## config.mk

```make
export PLATFORM = sky130hd
export DESIGN_NAME = hilo_mul_sequencer_flat
export DESIGN_NICKNAME = d
export VERILOG_FILES = /design/src/rtl/hilo_mul_sequencer_pkg.sv /design/src/rtl/hilo_mul_sequencer_if.sv /design/src/rtl/hilo_mul_sequencer_shiftadd_mul_core.sv /design/src/rtl/hilo_mul_sequencer.sv /design/src/flat_wrapper.sv
export SDC_FILE = /design/constraint.sdc
export NUM_CORES = 1
export LEC_CHECK = 0
export BUFFER_PORTS_ARGS = -buffer_cell sky130_fd_sc_hd__buf_2
export CAP_MARGIN = 20
export CELL_PAD_IN_SITES_DETAIL_PLACEMENT = 1
export CELL_PAD_IN_SITES_GLOBAL_PLACEMENT = 2
export CORE_UTILIZATION = 37
export CTS_CLUSTER_DIAMETER = 150
export DETAILED_ROUTE_END_ITERATION = 10
export PLACE_DENSITY_LB_ADDON = 0.05
export SETUP_SLACK_MARGIN = 0.15
export SYNTH_ARGS = -nofsm -noshare
export SYNTH_HDL_FRONTEND = slang
export SYNTH_SLANG_ARGS = --single-unit
```

## constraint.sdc

```tcl
create_clock -name Clk -period 7.8 [get_ports Clk]
set_clock_uncertainty 0.05 [all_clocks]
set_input_delay 0.78 -clock Clk [delete_from_list [all_inputs] [get_ports Clk]]
set_output_delay 0.78 -clock Clk [all_outputs]
set_load 0.02 [all_outputs]
```

## src/rtl/hilo_mul_sequencer_pkg.sv

```systemverilog
// hilo_pkg: shared definitions for the HI/LO multiply sequencer.
//   - op_e    : operation codes presented on the Op bus
//   - state_e : sequencer FSM states
//   - DEFAULT_WIDTH / DEFAULT_CNT_W : default operand and counter widths
package hilo_pkg;

  localparam int DEFAULT_WIDTH = 32;
  localparam int DEFAULT_CNT_W = 6;

  typedef enum logic [2:0] {
    OP_NONE  = 3'd0,
    OP_MULT  = 3'd1,
    OP_MULTU = 3'd2,
    OP_MADD  = 3'd3,
    OP_MSUB  = 3'd4,
    OP_MTHI  = 3'd5,
    OP_MTLO  = 3'd6,
    OP_RSVD  = 3'd7
  } op_e;

  typedef enum logic [1:0] {
    ST_IDLE = 2'd0,
    ST_RUN  = 2'd1,
    ST_FIX  = 2'd2
  } state_e;

endpackage

```

## src/rtl/hilo_mul_sequencer_if.sv

```systemverilog
// hilo_mul_sequencer_if: request/result bundle between the EX stage and the
// HI/LO multiply sequencer.
//   Start, Op, A, B, Flush : request side, driven by the master (EX/hazard logic)
//   Busy, Done             : sequencer status, driven by the slave
//   HI_out, LO_out         : current HI/LO register contents
interface hilo_mul_sequencer_if #(
  parameter int WIDTH = hilo_pkg::DEFAULT_WIDTH
);

  logic             Start;
  logic [2:0]       Op;
  logic [WIDTH-1:0] A;
  logic [WIDTH-1:0] B;
  logic             Flush;
  logic             Busy;
  logic             Done;
  logic [WIDTH-1:0] HI_out;
  logic [WIDTH-1:0] LO_out;

  modport master (
    output Start, Op, A, B, Flush,
    input  Busy, Done, HI_out, LO_out
  );

  modport slave (
    input  Start, Op, A, B, Flush,
    output Busy, Done, HI_out, LO_out
  );

endinterface

```

## src/rtl/hilo_mul_sequencer_shiftadd_mul_core.sv

```systemverilog
// shiftadd_mul_core: radix-2 shift-add datapath for an unsigned WIDTH x WIDTH
// multiply producing a 2*WIDTH result.
//   i_clk, i_rst : clock, asynchronous active-high reset
//   i_load       : capture multiplicand/multiplier, clear accumulator and counter
//   i_step       : perform one add-and-shift iteration
//   i_mcand      : multiplicand (unsigned magnitude)
//   i_mplier     : multiplier (unsigned magnitude)
//   o_acc        : 2*WIDTH accumulator (the product once finished)
//   o_last       : the iteration taken on this step is the final one
// Build option EARLY_TERM_EN: when the remaining multiplier bits are zero the
// accumulator is shifted by the remaining count in one step and o_last rises.
module shiftadd_mul_core #(
  parameter int WIDTH = 32,
  parameter int CNT_W = 6
) (
  input  logic               i_clk,
  input  logic               i_rst,
  input  logic               i_load,
  input  logic               i_step,
  input  logic [WIDTH-1:0]   i_mcand,
  input  logic [WIDTH-1:0]   i_mplier,
  output logic [2*WIDTH-1:0] o_acc,
  output logic               o_last
);

  logic [2*WIDTH-1:0] r_acc;
  logic [WIDTH-1:0]   r_mcand;
  logic [WIDTH-1:0]   r_mplier;
  logic [CNT_W-1:0]   r_cnt;

  logic [WIDTH:0]     w_upperSum;
  logic [2*WIDTH-1:0] w_accStep;
  logic               w_cntLast;

  // Upper half plus multiplicand keeps its carry; it becomes the new top
  // WIDTH+1 bits after the right shift.
  assign w_upperSum = {1'b0, r_acc[2*WIDTH-1:WIDTH]} +
                      (r_mplier[0] ? {1'b0, r_mcand} : {(WIDTH+1){1'b0}});
  assign w_accStep  = {w_upperSum, r_acc[WIDTH-1:1]};
  assign w_cntLast  = (r_cnt == CNT_W'(WIDTH - 1));

`ifdef EARLY_TERM_EN
  logic             w_mplierZero;
  logic [CNT_W:0]   w_remain;

  assign w_mplierZero = (r_mplier == '0);
  assign w_remain     = (CNT_W+1)'(WIDTH) - {1'b0, r_cnt};
  assign o_last       = w_cntLast | w_mplierZero;
`else
  assign o_last       = w_cntLast;
`endif

  assign o_acc = r_acc;

  // Load clears the accumulator; each step adds (if the multiplier LSB is
  // set) and shifts accumulator and multiplier right by one.
  always_ff @(posedge i_clk or posedge i_rst) begin
    if (i_rst) begin
      r_acc    <= '0;
      r_mcand  <= '0;
      r_mplier <= '0;
      r_cnt    <= '0;
    end else if (i_load) begin
      r_acc    <= '0;
      r_mcand  <= i_mcand;
      r_mplier <= i_mplier;
      r_cnt    <= '0;
    end else if (i_step) begin
`ifdef EARLY_TERM_EN
      // Nothing left to add: jump straight to the fully shifted result.
      if (w_mplierZero) begin
        r_acc <= r_acc >> w_remain;
      end else begin
        r_acc <= w_accStep;
      end
`else
      r_acc    <= w_accStep;
`endif
      r_mplier <= r_mplier >> 1;
      r_cnt    <= r_cnt + 1'b1;
    end
  end

endmodule

```

## src/rtl/hilo_mul_sequencer.sv

```systemverilog
// hilo_mul_sequencer: owns the HI/LO register pair and sequences multi-cycle
// mult/multu/madd/msub through a shift-add core; mthi/mtlo are single-cycle.
//   Clk    : clock, rising-edge
//   Reset  : asynchronous active-high reset
//   bus    : hilo_mul_sequencer_if.slave
//            Start/Op/A/B/Flush in, Busy/Done/HI_out/LO_out out
// Build option EARLY_TERM_EN: data-dependent latency (see shiftadd_mul_core).
module hilo_mul_sequencer
  import hilo_pkg::*;
#(
  parameter int WIDTH = DEFAULT_WIDTH,
  parameter int CNT_W = DEFAULT_CNT_W
) (
  input  logic                  Clk,
  input  logic                  Reset,
  hilo_mul_sequencer_if.slave   bus
);

  state_e             r_state;
  op_e                r_op;
  logic               r_negate;
  logic               r_busy;
  logic               r_done;
  logic [WIDTH-1:0]   r_hi;
  logic [WIDTH-1:0]   r_lo;

  logic               w_mulOp;
  logic               w_signedOp;
  logic               w_negate;
  logic [WIDTH-1:0]   w_magA;
  logic [WIDTH-1:0]   w_magB;
  logic               w_load;
  logic               w_step;
  logic [2*WIDTH-1:0] w_acc;
  logic               w_last;
  logic [2*WIDTH-1:0] w_prod;
  logic [2*WIDTH-1:0] w_commit;

  assign w_mulOp    = (bus.Op == OP_MULT) || (bus.Op == OP_MULTU) ||
                      (bus.Op == OP_MADD) || (bus.Op == OP_MSUB);
  assign w_signedOp = (bus.Op == OP_MULT) || (bus.Op == OP_MADD) ||
                      (bus.Op == OP_MSUB);

  // Magnitudes for signed ops; the most negative value maps to 2^(WIDTH-1),
  // which is exactly what the wrapped negate yields when read unsigned.
  assign w_magA   = (w_signedOp && bus.A[WIDTH-1]) ? -bus.A : bus.A;
  assign w_magB   = (w_signedOp && bus.B[WIDTH-1]) ? -bus.B : bus.B;
  assign w_negate = w_signedOp && (bus.A[WIDTH-1] ^ bus.B[WIDTH-1]);

  assign w_load = (r_state == ST_IDLE) && bus.Start && w_mulOp;
  assign w_step = (r_state == ST_RUN) && !bus.Flush;

  shiftadd_mul_core #(
    .WIDTH (WIDTH),
    .CNT_W (CNT_W)
  ) u_core (
    .i_clk    (Clk),
    .i_rst    (Reset),
    .i_load   (w_load),
    .i_step   (w_step),
    .i_mcand  (w_magA),
    .i_mplier (w_magB),
    .o_acc    (w_acc),
    .o_last   (w_last)
  );

  // Sign fix-up of the unsigned product, then accumulate into HI/LO.
  always_comb begin
    w_prod   = r_negate ? -w_acc : w_acc;
    w_commit = w_prod;
    case (r_op)
      OP_MADD: w_commit = {r_hi, r_lo} + w_prod;
      OP_MSUB: w_commit = {r_hi, r_lo} - w_prod;
      default: w_commit = w_prod;
    endcase
  end

  // Sequencer FSM. Requests are only looked at in IDLE; Flush beats the FIX
  // commit so an aborted multiply never touches HI/LO.
  always_ff @(posedge Clk or posedge Reset) begin
    if (Reset) begin
      r_state  <= ST_IDLE;
      r_op     <= OP_NONE;
      r_negate <= 1'b0;
      r_busy   <= 1'b0;
      r_done   <= 1'b0;
      r_hi     <= '0;
      r_lo     <= '0;
    end else begin
      r_done <= 1'b0;
      case (r_state)
        ST_IDLE: begin
          if (bus.Start) begin
            case (bus.Op)
              OP_MTHI: r_hi <= bus.A;
              OP_MTLO: r_lo <= bus.A;
              OP_MULT, OP_MULTU, OP_MADD, OP_MSUB: begin
                r_op     <= op_e'(bus.Op);
                r_negate <= w_negate;
                r_busy   <= 1'b1;
                r_state  <= ST_RUN;
              end
              default: ;
            endcase
          end
        end
        ST_RUN: begin
          if (bus.Flush) begin
            r_busy  <= 1'b0;
            r_state <= ST_IDLE;
          end else if (w_last) begin
            r_state <= ST_FIX;
          end
        end
        ST_FIX: begin
          if (!bus.Flush) begin
            r_hi   <= w_commit[2*WIDTH-1:WIDTH];
            r_lo   <= w_commit[WIDTH-1:0];
            r_done <= 1'b1;
          end
          r_busy  <= 1'b0;
          r_state <= ST_IDLE;
        end
        default: begin
          r_busy  <= 1'b0;
          r_state <= ST_IDLE;
        end
      endcase
    end
  end

  assign bus.Busy   = r_busy;
  assign bus.Done   = r_done;
  assign bus.HI_out = r_hi;
  assign bus.LO_out = r_lo;

endmodule

```

## src/flat_wrapper.sv

```systemverilog
// flat-port wrapper written by rule: the top's interface ports become plain ports
module hilo_mul_sequencer_flat import hilo_pkg::*;
#(
  parameter int WIDTH = DEFAULT_WIDTH,
  parameter int CNT_W = DEFAULT_CNT_W
)
  (Clk, Reset, bus_Start, bus_Op, bus_A, bus_B, bus_Flush, bus_Busy, bus_Done, bus_HI_out, bus_LO_out);
  hilo_mul_sequencer_if #(.WIDTH(WIDTH)) bus_i ();
  input  logic Clk;
  input  logic Reset;
  input wire logic [$bits(bus_i.Start)-1:0] bus_Start;
  input wire logic [$bits(bus_i.Op)-1:0] bus_Op;
  input wire logic [$bits(bus_i.A)-1:0] bus_A;
  input wire logic [$bits(bus_i.B)-1:0] bus_B;
  input wire logic [$bits(bus_i.Flush)-1:0] bus_Flush;
  output wire logic [$bits(bus_i.Busy)-1:0] bus_Busy;
  output wire logic [$bits(bus_i.Done)-1:0] bus_Done;
  output wire logic [$bits(bus_i.HI_out)-1:0] bus_HI_out;
  output wire logic [$bits(bus_i.LO_out)-1:0] bus_LO_out;
  assign bus_i.Start = bus_Start;
  assign bus_i.Op = bus_Op;
  assign bus_i.A = bus_A;
  assign bus_i.B = bus_B;
  assign bus_i.Flush = bus_Flush;
  assign bus_Busy = bus_i.Busy;
  assign bus_Done = bus_i.Done;
  assign bus_HI_out = bus_i.HI_out;
  assign bus_LO_out = bus_i.LO_out;
  hilo_mul_sequencer #(.WIDTH(WIDTH), .CNT_W(CNT_W)) u_core (.Clk(Clk), .Reset(Reset), .bus(bus_i));
endmodule
```

==> Yosys cells after proc, flatten, opt, wreduce, memory -nomap -nowiden <==
Cells that the tools add are included.
{ "op_classes": {"addsub": 7, "multipliers": 0, "n_div": 0, "order_cmp": 0, "eq_ne": 18, "n_shift": 0, "mux": 30, "bitwise": 1, "reduce_logical": 21} }
{ "ops": {"columns": ["cell", "n"], "rows": [
  ["32-bit two-way mux", 11],
  ["64-bit two-way mux", 3],
  ["32-bit one-hot mux with 2 select lines", 2],
  ["64-bit one-hot mux with 2 select lines", 1],
  ["64-bit adder", 1],
  ["32-bit negator", 2],
  ["64-bit negator", 1],
  ["64-bit subtractor", 1],
  ["32-bit by 33-bit adder with 33-bit output", 1],
  ["3-bit equality test, second input constant", 4],
  ["6-bit two-way mux", 2],
  ["2-bit inequality test, second input constant", 6],
  ["3-bit by 2-bit equality test with 1-bit output, second input constant", 3],
  ["3-bit AND reduction", 3],
  ["2-bit two-way mux", 4],
  ["4-bit AND reduction", 2],
  ["6-bit by 1-bit adder with 6-bit output, second input constant", 1],
  ["6-bit by 5-bit equality test with 1-bit output, second input constant", 1],
  ["1-bit logical AND", 6],
  ["1-bit logical OR", 5],
  ["1-bit two-way mux", 5],
  ["2-bit one-hot mux with 2 select lines", 1],
  ["2-bit nonzero test", 2],
  ["4-bit OR reduction", 1],
  ["other kinds (8)", 8]
]} }
{ "totals": {"regBits": 206, "latch_bits": 0, "ramBits": 0, "romBits": 0, "output_inout_bits": 66, "wordCells": 88, "mem_count": 0} }

==> Logic depth before layout (Yosys ltp) <==
{ "logic_depth": {"depth_word": 6, "depth_mapped": 28, "mapped_depth_nobuf": 26} }

==> Cells and area by module <==
A second synthesis with hierarchy kept.
{ "hier_totals": {"hier_cells": 2530, "area_unflattened_um2": 20079.3} }
{ "modules_own_cells": {"columns": ["module", "instances", "cells_each", "area_per_inst_um2", "seq_area_each_um2"], "rows": [
  ["hilo_mul_sequencer", 1, 1778, 12572.1, 1801.7],
  ["shiftadd_mul_core", 1, 752, 7507.2, 3353.2]
]} }

==> Worst setup path after synthesis <==
OpenSTA, ideal clock, no wires.
{ "synth_timing": {"path_type": "register -> register", "from": "reg u_core.r_negate", "to": "reg u_core.r_hi[20] (netlist: u_core.bus.HI_out[20])", "arrival_time_ps": 6174, "t_required_ps": 7664, "setup_slack_ps": 1490, "path_stages_with_launch": 24, "path_cell_list": "dfrtp_1 clkbuf_1 clkbuf_1 clkbuf_1 clkbuf_1 clkbuf_1 clkbuf_1 clkbuf_1 clkbuf_1 mux2i_1 xor2_1 fa_1 a211oi_1 o21bai_1 o41ai_1 a211oi_1 a211oi_1 o41ai_1 a31oi_1 o21ai_0 a2111oi_0 xnor2_1 a21oi_1 nor3_1"} }
{ "synth_via": {"elab_chain_cells": 5, "elab_cells_between_ends": 6, "cone_classes": "add/sub (2); mux (4)"} }
{ "synth_rtl": {"columns": ["element", "line_no", "rtl"], "rows": [
  ["start, declared", "hilo_mul_sequencer.sv:21", "logic r_negate;"],
  ["start signal, assigned", "hilo_mul_sequencer.sv:99", "r_negate <= w_negate;"],
  ["64-bit two-way mux (*)", "hilo_mul_sequencer.sv:69", "w_prod = r_negate ? -w_acc : w_acc;"],
  ["64-bit subtractor or 64-bit adder (tied branches)", "hilo_mul_sequencer.sv:73, hilo_mul_sequencer.sv:72", null],
  ["64-bit one-hot mux with 2 select lines (*)", "hilo_mul_sequencer.sv:71", "case (r_op)"],
  ["32-bit two-way mux (*)", "hilo_mul_sequencer.sv:116", "if (!bus.Flush) begin"],
  ["32-bit one-hot mux with 2 select lines (*)", "hilo_mul_sequencer.sv:91", "case (r_state)"],
  ["end signal, assigned", "hilo_mul_sequencer.sv:95", "OP_MTHI: r_hi <= bus.A;"],
  ["end signal, assigned", "hilo_mul_sequencer.sv:117", "r_hi <= w_commit[2*WIDTH-1:WIDTH];"],
  ["end, declared", "hilo_mul_sequencer.sv:24", "logic [WIDTH-1:0] r_hi;"]
]} }
Every way passes the cells marked *; elsewhere a longest branch is shown, timed or not. The select of a mux whose other input is x is not followed.
A chain may end at the register's enable or synchronous reset.

==> Worst setup path in the final report <==
{ "layout_timing": {"from": "reg u_core.u_core.r_acc[2] (netlist: u_core.u_core.o_acc[2])", "to": "reg u_core.r_hi[20] (netlist: u_core.bus.HI_out[20])"} }
{ "layout_via": {"elab_chain_cells": 6, "elab_cells_between_ends": 7, "cone_classes": "add/sub (3); mux (4)"} }
{ "layout_rtl": {"columns": ["element", "line_no", "rtl"], "rows": [
  ["start, declared", "hilo_mul_sequencer_shiftadd_mul_core.sv:26", "logic [2*WIDTH-1:0] r_acc;"],
  ["start signal, assigned", "hilo_mul_sequencer_shiftadd_mul_core.sv:77", "r_acc <= w_accStep;"],
  ["64-bit negator", "hilo_mul_sequencer.sv:69", null],
  ["64-bit two-way mux (*)", "hilo_mul_sequencer.sv:69", null],
  ["64-bit subtractor or 64-bit adder (tied branches)", "hilo_mul_sequencer.sv:73, hilo_mul_sequencer.sv:72", null],
  ["64-bit one-hot mux with 2 select lines (*)", "hilo_mul_sequencer.sv:71", null],
  ["32-bit two-way mux (*)", "hilo_mul_sequencer.sv:116", null],
  ["32-bit one-hot mux with 2 select lines (*)", "hilo_mul_sequencer.sv:91", null]
]} }
Marked as above.

==> metrics.md <==
| Metric | Value |
|---|---|
| Sequential cell area | `5156 um^2` |
| Vias in the first global route | `17803` |
| Port bufs | `136` |
| Register bit total from synthesis | `206` |
| CP Class | `reg -> reg` |
| Shortest period the worst path allows | `7.203 ns` |
| Cells after synthesis | `2405` |
| Seq pwr share | `0.182` |
| VDD IR max | `0.2056 mV` |
| Vias | `18161` |
| CTS sink count | `206` |
| EDFF count, synth | `0` |
| ANT nets after route | `0` |
| Layout filler cell count | `6050` |
| Global-route wire length before repair | `111.6 mm` |
| Pwr per Cell Area | `451.7 nW/um^2` |
| Synth Net Count | `2577` |
| MaxCap Viol Count | `0` |
| Async set-reset flop share out of synthesis | `1.000` |
| Startpoint types | `flip-flop` |
| Final core occ | `0.4217` |
| Starting Density | `0.3777` |
| Register-to-Register Path Depth | `21` |
| Fmax | `138.8 MHz` |
| Worst slew pin tran | `0.9418 ns` |
| Worst-path clk slew | `0.06 ns` |
| Final total power | `9.382 mW` |
| Drt total wl | `73.24 mm` |
| Dominant synthesized flop cell | `dfrtp_1` |
| Max H-tree Level | `1` |
| Layout cells sized above 1 | `0.1038` |
| Slew Limit Fails | `0` |
| Critical Path Sink Type | `flip-flop` |
| Setup ws final | `0.5969 ns` |
| Initial antenna violation count | `2` |
| Multi-input logic area | `12830 um^2` |
| Gr usage total | `0.2857` |
| Seq/Total Area, Yosys | `0.2771` |
| Psw | `4.963 mW` |
| Internal power | `4.419 mW` |
| Critical Path RT | `8.24 ns` |
| Total CTS buffers | `28` |
| Final Cycle Share | `0.9235` |
| Iteration-0 DRC count of the detailed router | `1364` |
| Crit-path max FO | `13` |
| Outcome | `complete, no violations` |
| DR pass1 iterations | `5` |
| Residual DRC | `0` |
| # setup viols final | `0` |
| Hold Vio Cnt, Final | `0` |
| Switching part of the total | `0.5290` |
| Hold Slack | `0.2403 ns` |
| Pre-CTS WS | `0.5126 ns` |
| Clock power share | `0.138` |
| Hold WC Path Type | `in -> async` |
| Rows | `81` |
| Yosys warns | `0` |
| CTS tree | `built` |
| Die Area | `51180 um^2` |
| RePlAce Congestion | `0.9099` |
| Die span in x | `226.2 um` |
| Core area | `49250 um^2` |
| Post-Syn Area | `18600 um^2` |
| Clock root buffer | `clkbuf_16` |
| Leak | `9.097 nW` |
| Slew Limit Headroom | `0.3559` |
| Largest net degree at the start of global routing | `100` |
| Unrepaired setup endpoints after global routing | `no` |
| # diodes | `0` |
| Detailed placement HPWL | `55.63 mm` |
| Worst endpoint data arrival time | `7.64 ns` |
| Vias per inst | `5.802` |
| Post-synth cell types | `76` |
| Clk buf depth | `3` |
| Nets | `2618` |
| Syn_area_per_cell | `7.735 um^2` |
| Die Ht | `226.2 um` |
| Worst skew pair latency | `0.60 ns` |
| Area Overhead vs Synth | `11.66%` |
| Routed wire length per instance | `23.40 um` |
| Total gr overflow | `0` |
| Setup TNS | `0 ns` |
| Combinational group share of total power | `0.679` |
| Ports | `137` |
per-layer routing:
| layer | global-route usage | share of wire | routed length (um) |
|---|---|---|---|
| met2 | 0.4139 | 0.41 | 30190 |
| met1 | 0.4314 | 0.51 | 37290 |
| met3 | 0.04333 | 0.049 | 3592 |
| met4 | 0.08130 | 0.029 | 2156 |
| met5 | 0 | 0.00023 | 17 |
layout make-up:
type	count	share of cell area
clock inverters	5	0.002650
flip-flops and latches	206	0.2482
clock buffers	45	0.04162
repair buffers	160	0.04144
multi-input cells	2005	0.6176
inverters	45	0.008493
well taps	664	0.04000
power by group through the flow:
stage	clock network [mW]	logic [mW]	registers [mW]
4_1_cts	1.33	6.24	1.70
2_1_floorplan	0	4.49	1.66
3_5_place_dp	0	6.19	1.72
5_1_grt	1.37	6.98	1.75
6_report	1.30	6.37	1.71
3_3_place_gp	0	6.15	1.71
registers in the layout (all words and copies together) (netlist names):
name / cells
u_core.bus.LO_out: 32
u_core.bus.Busy: 1
u_core.u_core.r_mcand: 32
u_core.u_core.r_mplier: 32
u_core.u_core.o_acc: 64
u_core.bus.HI_out: 32
u_core.r_op: 3
u_core.bus.Done: 1
u_core.r_negate: 1
u_core.u_core.r_cnt: 6
u_core.r_state: 2
final timing paths:
kind                                                           to                                  from  slack (ns)
min in group Clk                       u_core.r_op[1]$_DFFE_PP0P_                             bus_Op[1]        0.38
setup reg to reg                u_core.bus.HI_out[20]$_DFFE_PP0P_    u_core.u_core.o_acc[2]$_DFFE_PP0P_        0.60
max in group asynchronous       u_core.bus.HI_out[17]$_DFFE_PP0P_                                 Reset        5.96
setup / recovery                u_core.bus.HI_out[20]$_DFFE_PP0P_    u_core.u_core.o_acc[2]$_DFFE_PP0P_        0.60
hold reg to reg              u_core.u_core.r_mcand[2]$_DFFE_PP0P_  u_core.u_core.r_mcand[2]$_DFFE_PP0P_        0.43
hold / removal             u_core.u_core.r_mplier[27]$_DFFE_PP0P_                                 Reset        0.24
cell usage in the layout, fill, tap and decap left out, types with 45 or more instances in the layout:
cell      netlist  routed
xor2_1        158     157
nand2_1       309     308
o21ai_0       248     248
nor2_1        195     192
nand3_1        60      60
xnor2_1       109     109
and2_1         50      48
ha_1           99      99
a21o_1         45      45
a211oi_1       57      55
o31ai_1        71      70
dfrtp_1       206     205
buf_2           2     136
a21oi_1       171     171
Yosys cell counts (50+ instances only):
cell	count	area, um^2
nand2_1	309	1160
o21ai_0	248	1241
dfrtp_1	206	5155
nor2_1	195	732.0
a21oi_1	171	855.8
xor2_1	158	1384
clkbuf_1	137	514.2
xnor2_1	109	954.7
ha_1	99	1239
o31ai_1	71	533.0
nand3_1	60	300.3
a211oi_1	57	427.9
and2_1	50	312.8
worst max-delay path, stage by stage, from the launching register on:
cell	delay [ns]
dfrtp_1	0.56
or3_1	0.58
o41ai_1	0.42
xor2_1	0.32
nor4b_1	0.46
and4_1	0.33
nor2b_1	0.31
a21oi_1	0.13
xnor2_1	0.23
ha_1	0.33
a21oi_1	0.33
o211ai_1	0.21
a211oi_2	0.35
a211oi_1	0.15
a211oi_1	0.55
o41ai_2	0.23
a31oi_1	0.31
o21ai_0	0.29
a2111oi_1	0.50
xnor2_1	0.17
a21oi_1	0.09
nor3_1	0.20
metrics by stage:
step	area, um^2	std cells
5_1_grt	20770	3130
6_report	20770	3130
2_1_floorplan	18600	2405
3_3_place_gp	19760	3077
3_5_place_dp	19760	3077
4_1_cts	20680	3127
timing repair:
action,in CTS,in global routing
gates resized for setup,0,11
setup endpoints to repair,0,12
setup buffers,0,3
hold buffers,0,0
cells by family after synthesis:
group,Yosys count,synth area share
AND/OR/NAND/NOR,834,0.2123
AO/OA/AOI/OAI,786,0.2662
XOR/XNOR,268,0.1266
flip-flops,206,0.2771
buffers and inverters,194,0.04009
adder cells (fa/ha/maj),101,0.06874
multiplexers,16,0.008946
Note: power is estimated with default switching activity, not from simulation.
